`src/rtl/alu_mux.sv`:
```
// Single-cycle registered 32-bit ALU with twelve priority-ordered enable strobes.
// Define ALU_WORD_OPS_EN to make subw_en/sraw_en active; otherwise they are ignored.
module alu_mux_sel #(
  parameter int XLEN = 32
) (
  input  logic            en,
  input  logic            taken_in,
  input  logic [XLEN-1:0] res,
  output logic            gnt,
  output logic            taken_out,
  output logic [XLEN-1:0] res_gated
);
  // A lower-priority strobe (even X) is masked once any higher one has claimed the cycle.
  assign gnt       = en & ~taken_in;
  assign taken_out = taken_in | en;
  assign res_gated = res & {XLEN{gnt}};
endmodule

module alu_mux #(
  parameter int XLEN = 32
) (
  input  logic            clk,
  input  logic            rst_n,
  input  logic            sub_en,
  input  logic            sra_en,
  input  logic            subw_en,
  input  logic            sraw_en,
  input  logic            add_en,
  input  logic            sll_en,
  input  logic            slt_en,
  input  logic            sltu_en,
  input  logic            xor_en,
  input  logic            srl_en,
  input  logic            or_en,
  input  logic            and_en,
  input  logic [XLEN-1:0] rs1_data,
  input  logic [XLEN-1:0] rs2_data,
  output logic [XLEN-1:0] rd_data,
  output logic            rd_valid
);
  localparam int NOPS = 12;

  typedef struct packed {
    logic [NOPS-1:0] en;  // bit 0 is highest priority
    logic [XLEN-1:0] a;
    logic [XLEN-1:0] b;
  } alu_req_t;

`ifdef ALU_WORD_OPS_EN
  localparam logic [NOPS-1:0] OP_MASK = 12'hFFF;
`else
  localparam logic [NOPS-1:0] OP_MASK = 12'hFF3;
`endif

  alu_req_t                   req;
  logic [4:0]                 shamt;
  logic [XLEN-1:0]            sra_res;
  logic                       lt_s, lt_u;
  logic [NOPS-1:0]            act, gnt;
  logic [NOPS:0]              taken;
  logic [NOPS-1:0][XLEN-1:0]  res, res_gated;
  logic [XLEN-1:0]            rd_next;
  logic                       any_gnt;

  assign req.en = {and_en, or_en, srl_en, xor_en, sltu_en, slt_en,
                   sll_en, add_en, sraw_en, subw_en, sra_en, sub_en};
  assign req.a  = rs1_data;
  assign req.b  = rs2_data;

  assign shamt   = req.b[4:0];
  assign sra_res = $signed(req.a) >>> shamt;
  assign lt_s    = $signed(req.a) < $signed(req.b);
  assign lt_u    = req.a < req.b;

  assign res[0]  = req.a - req.b;
  assign res[1]  = sra_res;
  assign res[2]  = req.a - req.b;
  assign res[3]  = sra_res;
  assign res[4]  = req.a + req.b;
  assign res[5]  = req.a << shamt;
  assign res[6]  = {{(XLEN-1){1'b0}}, lt_s};
  assign res[7]  = {{(XLEN-1){1'b0}}, lt_u};
  assign res[8]  = req.a ^ req.b;
  assign res[9]  = req.a >> shamt;
  assign res[10] = req.a | req.b;
  assign res[11] = req.a & req.b;

  assign act      = req.en & OP_MASK;
  assign taken[0] = 1'b0;

  for (genvar i = 0; i < NOPS; i++) begin : g_sel
    alu_mux_sel #(.XLEN(XLEN)) u_sel (
      .en        (act[i]),
      .taken_in  (taken[i]),
      .res       (res[i]),
      .gnt       (gnt[i]),
      .taken_out (taken[i+1]),
      .res_gated (res_gated[i])
    );
  end

  // Grant is one-hot, so an OR-reduce of the gated results is the mux.
  always_comb begin
    rd_next = '0;
    for (int i = 0; i < NOPS; i++) rd_next = rd_next | res_gated[i];
  end

  assign any_gnt = taken[NOPS];

  always_ff @(posedge clk or negedge rst_n) begin
    if (!rst_n) begin
      rd_data  <= '0;
      rd_valid <= 1'b0;
    end else begin
      rd_valid <= any_gnt;
      if (any_gnt) rd_data <= rd_next;
    end
  end
endmodule

```
`config.mk`:
```
export PLATFORM = sky130hd
export DESIGN_NAME = alu_mux
export DESIGN_NICKNAME = d
export VERILOG_FILES = /design/src/rtl/alu_mux.sv
export SDC_FILE = /design/constraint.sdc
export NUM_CORES = 1
export LEC_CHECK = 0
export ABC_AREA = 1
export CORE_ASPECT_RATIO = 0.9
export CORE_MARGIN = 1.5
export CORE_UTILIZATION = 35
export CTS_CLUSTER_DIAMETER = 30
export DETAILED_ROUTE_END_ITERATION = 7
export GPL_TIMING_DRIVEN = 0
export PLACE_DENSITY = 0.57
export SYNTH_ARGS = -nofsm -noshare
export SYNTH_HDL_FRONTEND = slang
export SYNTH_SLANG_ARGS = --single-unit
```
`constraint.sdc`:
```
create_clock -name clk -period 0.8 [get_ports clk]
set_input_delay 0.2 -clock clk [delete_from_list [all_inputs] [get_ports clk]]
set_output_delay 0.2 -clock clk [all_outputs]
set_load 0.03 [all_outputs]
```
# Word-level counts from Yosys, hierarchy flattened
# Index checks and enable logic that the tools add are counted.
# Widths: inputs -> output; s select.
[word_totals]
inputBits = 78
output_inout_bits = 33
ff_bits = 33
[op_classes]
addsub = 2
shift = 3
magnitude_cmp = 2
bitwise_logic = 49
[op_table]
columns = ["op", "count"]
rows = [
  ["$or 32x32->32", 10],
  ["$and 32x32->32", 9],
  ["$and 1x32->32", 2],
  ["$lt 32x32->1", 2],
  ["$add 32x32->32", 1],
  ["$shl 32x5->32", 1],
  ["$shr 32x5->32", 1],
  ["$sshr 32x5->32", 1],
  ["$sub 32x32->32", 1],
  ["$xor 32x32->32", 1],
  ["$and 1x1->1", 9],
  ["$not 1->1", 9],
  ["$or 1x1->1", 9],
]

# Depth between registers and ports, before layout
[depth]
ltp_word = 12
ltp_mapped = 21

# Cells and area by module
# Synthesis repeated with hierarchy kept, for this count alone.
[hier_totals]
cells_unflattened = 2625
hier_area_um2 = 14620.3
[modules_own_cells]
columns = ["mod", "area_per_inst_um2", "cells_each", "n_inst"]
rows = [
  ["alu_mux", 10161.0, 1773, 1],
  ["alu_mux_sel", 371.6, 71, 12],
]

# Worst setup path after synthesis
# OpenSTA, ideal clock, no wires.
[synth_path]
kind = "input to register"
startpoint = "in rs2_data[4]"
endpoint = "reg rd_data[0]"
n_path_buf = 4
setup_slack_ps = -1817
cell_stages = 18
arrival_time_ps = 2491
setup_ps = 125
path_cell_list = "clkbuf_1 -> inv_1 -> clkbuf_1 -> clkbuf_1 -> ha_1 -> clkbuf_1 -> nor2_1 -> nand2_1 -> inv_1 -> nand3_1 -> nand2_1 -> nand2_1 -> nand2_1 -> nand3_1 -> nand2_1 -> nor2_1 -> nor2_1 -> nand3_1"
[synth_via]
elab_chain_len = 11
word_cells_on_any_way = 19
cone_classes = "order compare (2); shift (3); bitwise (14)"
[synth_rtl]
columns = ["element", "line", "source"]
rows = [
  ["start, declared", "37", "input logic [XLEN-1:0] rs2_data,"],
  ["$sshr 32x5->32", "71", "assign sra_res = $signed(req.a) >>> shamt;"],
  ["$and 32x32->32", "16", "assign res_gated = res & {XLEN{gnt}};"],
  ["$or 32x32->32 (6 in a row)", "105", "for (int i = 0; i < NOPS; i++) rd_next = rd_next | res_gated[i];"],
  ["$or 32x32->32 (*) (3 in a row)", "105", ""],
  ["end signal, assigned", "116", "if (any_gnt) rd_data <= rd_next;"],
  ["end, declared", "38", "output logic [XLEN-1:0] rd_data,"],
]
# Mark *: on every way between the ends. The rest lies on a longest branch, timed or not.
# A chain may end at the register's enable or synchronous reset.

# Worst setup path in the final report
[layout_path]
startpoint = "in rs2_data[18]"
endpoint = "reg rd_data[19]"
[layout_via]
elab_chain_len = 11
word_cells_on_any_way = 13
cone_classes = "add/sub (2); bitwise (11)"
[layout_rtl]
columns = ["element", "line"]
rows = [
  ["$sub 32x32->32", "--"],
  ["$and 32x32->32", "16"],
  ["$or 32x32->32", "105"],
  ["$or 32x32->32 (*) (8 in a row)", "105"],
]
# Marks and branches as above.

==> results.txt <==
----------------------------------------------------
[Timing]
  Unrepaired setup endpoints after global routing ... true
  Post-route worst setup slack ... -1330 ps
  Final max-slew violation count ... 0
  Maximum clock rate ... 0.469 GHz
  Hold violation count in the final report ... 33
  Final period util ... 267%
  Final critical delay including setup and external delays ... 2130 ps
  WHS ... -112 ps
  Transition time at the pin with the least slew margin ... 881 ps
  Total of endpoints with negative setup slack in the final report ... 66
  Worst rel slew slack ... 41.3%
  Worst clock skew on the final layout ... 0 ps

[Power and ir drop]
  Leakage ... 0.00856 uW
  Fraction of power consumed by combinational cells ... 71.4%
  Power Density ... 1050 nW/um2
  Sequential fraction of design power ... 12.5%
  Internal ... 7830 uW
  Net switching power ... 9530 uW
  Share of total power in the clock network ... 16.1%
  Switch share ... 54.9%
  Max VDD drop ... 0.996 mV

[Floorplan]
  Initial core utilization ... 35.6%
  Die X-Extent ... 193 um
  Overall die height ... 174 um
  Number of standard-cell rows in the floorplan ... 62
  Placeable core region ... 31,900 um2
  Die area ... 33,500 um2
  I/O pin count ... 111

[Yosys]
  Number of enable flip-flop cells after synthesis ... 0
  Cell count after synthesis ... 2,265
  Post-synth top area cell ... nand2_1
  Total of warnings raised by yosys ... 0
  Mapped Area ... 11,300 um2
  Simple logic cell fraction of the synthesized area ... 57.2%
  Combinational family with the most area after synthesis ... simple AND/OR/NAND/NOR gates
  Commonest register cell after synthesis ... dfrtp_1
  Post-synth ARST share ... 100%
  Area fraction in compound gates after synthesis ... 9.61%
  Adder-Cell Fraction of Synth Area ... 11.9%
  Sequential cell area fraction in the yosys report ... 7.28%
  Dominant cells by area after synthesis ... nand2_1 (25%), nand3_1 (19%), ha_1 (12%), inv_1 (10%), nor2_1 (7.5%)
  Multiplexer fraction of the synthesized cell area ... 0%
  Syn nets ... 2,450
  Top-area cell type share of the netlist area ... 25.5%
  Post-Syn Area per Cell ... 5.01 um2
  Yosys cell types ... 39
  Flop and latch count out of synthesis ... 33
  XOR/XNOR share of the synthesized area ... 0%

[CTS]
  CTS tree ... built
  Root buffer cell ... clkbuf_16
  Maximum level of the CTS H-tree ... 2
  CTS max path bufs ... 2
  Clk slew on worst S/H paths ... 80 ps
  Clk Latency, worst-skew pair ... 320 ps
  Cts bufs inserted ... 5
  Number of sinks driven by the clock tree ... 33
  Hold bufs inserted after CTS ... 0

[Worst setup path]
  Reg2reg path depth ... 4
  Data required time at the worst endpoint ... 990 ps
  Register-to-register setup slack ... -130 ps
  Kind of start point of the critical path ... primary input
  Worst path arrival time ... 2330 ps
  Crit end category ... register
  Critical Path Fanout Max ... 9
  Setup CP Type ... primary input to register

[Layout]
  Most common cell after layout, fill and taps aside ... nand2_1
  Final cell count without fillers ... 2,886
  Top library cells by usage in the layout, fill and taps aside ... nand2_1 (647), nand3_1 (365), inv_1 (266), nor2_1 (147), buf_4 (100)
  Post-layout utilization of the core ... 51.7%
  Nets ... 2,653
  Count of fill cells added during filler insertion ... 3,382
  Fraction of layout cells with a size suffix above 1 ... 27.9%
  Layout overhead on the synthesized area ... 45.4%

[Status]
  Violated checks ... negative hold slack, negative setup slack
  Result of the run ... complete, but fails checks

[GRT]
  Pin count of the biggest net entering global routing ... 34
  Total routing resource utilization after global routing ... 43.1%
  Wire length of the first global-routing pass ... 105 mm
  Initial antenna violation count ... 0
  Number of global-route vias before repair ... 15,700
  GR Overflow Total ... 0

[Drt]
  Average vias per placed instance ... 5.95
  Via count ... 17,200
  Initial DRC Count ... 2,606
  Post-route DRC violation count ... 0
  First-pass detailed-route iteration total ... 6
  Drt total wl ... 73.2 mm
  Number of antenna-violating nets in the routed design ... 0
  Post-DR wirelength/cell ... 25.4 um

[Placement]
  Number of port buffers ... 106
  Weighted congestion at the end of routability-driven global placement ... 1.07
  Post-DP HPWL ... 57.9 mm
  Dpl cells ... 2,787

[Min path]
  Worst hold path type ... primary input to async pin

[Job]
  Maxcap violations ... 0

----------------------------------------------------
## what timing repair did
| item | in CTS | in global routing |
|---|---|---|
| hold endpoints to repair | 0 | 33 |
| endpoints found under the setup margin | 66 | 67 |
| pin swaps | 138 | 89 |
| gates resized for setup | 970 | 147 |
| buffers inserted | 89 | 18 |
| cloned | 2 | 0 |
## metrics by stage
stage	cell area, um2	setup slack [ps]	setup TNS (ps)	power (uW)
after CTS	16000	-1260	-46040	16300
after global placement	13200	-2800	-145320	11300
after global routing	16500	-1450	-50840	18100
after floorplan	11600	-1210	-36200	7520
after detailed placement	13200	-2780	-102250	11300
final	16500	-1330	-47680	17400
## power groups by stage
| stage | combinational [uW] | clock [uW] | sequential [uW] |
|---|---|---|---|
| finish | 12400 | 2790 | 2180 |
| global route | 13000 | 2830 | 2200 |
| floorplan | 4850 | 0 | 2670 |
| global placement | 9200 | 0 | 2140 |
| detailed placement | 9170 | 0 | 2140 |
| CTS | 11400 | 2740 | 2170 |
## synthesized netlist by cell type (all sizes together) (7+ instances only)
| cell type | n |
|---|---|
| o21bai | 12 |
| clkbuf | 50 |
| and2 | 7 |
| inv | 311 |
| nand3 | 430 |
| dfrtp | 33 |
| buf | 49 |
| nand2 | 770 |
| o211ai | 13 |
| a21oi | 75 |
| o22ai | 10 |
| nand4 | 47 |
| ha | 105 |
| nor3 | 16 |
| nor2 | 232 |
| or2 | 9 |
| o21ai | 82 |
## per-layer routing
layer / routed length, um / global-route usage [%]
met4: 2750 / 13.8
met2: 28800 / 59.9
met3: 10700 / 11.9
met1: 30900 / 63.0
met5: 0 / 0
## kinds of logic (layout without fill, tap and decap cells)
logic type	after synthesis	count (layout)
other cells	0	1
compound gates	200	200
flops	33	33
simple gates	1514	1514
buf+inv	411	615
fa+ha+maj	107	107
## layout make-up
class | count | area (um2) | share of cell area [%]
Sequential cell | 33 | 828 | 5.02
Buffer | 81 | 726 | 4.40
Clock inverter | 2 | 37.5 | 0.228
Tap cell | 416 | 520 | 3.16
Timing Repair Buffer | 214 | 1970 | 12.0
Multi-Input combinational cell | 1821 | 11000 | 66.9
Antenna cell | 1 | 2.50 | 0.0152
Clock buffer | 6 | 139 | 0.842
Inverter | 312 | 1230 | 7.44
## final timing paths
check | from | end
setup / recovery | rs2_data[18] | rd_data[19]
hold / removal | rst_n | rd_data[3]
setup reg to reg | rd_data[30] | rd_data[30]
hold reg to reg | rd_data[19] | rd_data[19]
max in group asynchronous | rst_n | rd_data[14]
min in group clk | rs2_data[3] | rd_data[6]
## flip-flops by register name (all words and copies together) (netlist names)
register,count
rd_data,32
rd_valid,1
## critical path: stages
cell	delay [ps]
dlygate4sd2_1	330
inv_1	130
ha_4	370
inv_1	110
a21oi_2	210
nand2_2	150
a21oi_2	210
nand2_4	90
nand2_2	60
nand3_2	100
nand2_1	110
inv_2	40
nor2_4	150
nor2_1	50
Power figures use the tool's default switching activity.
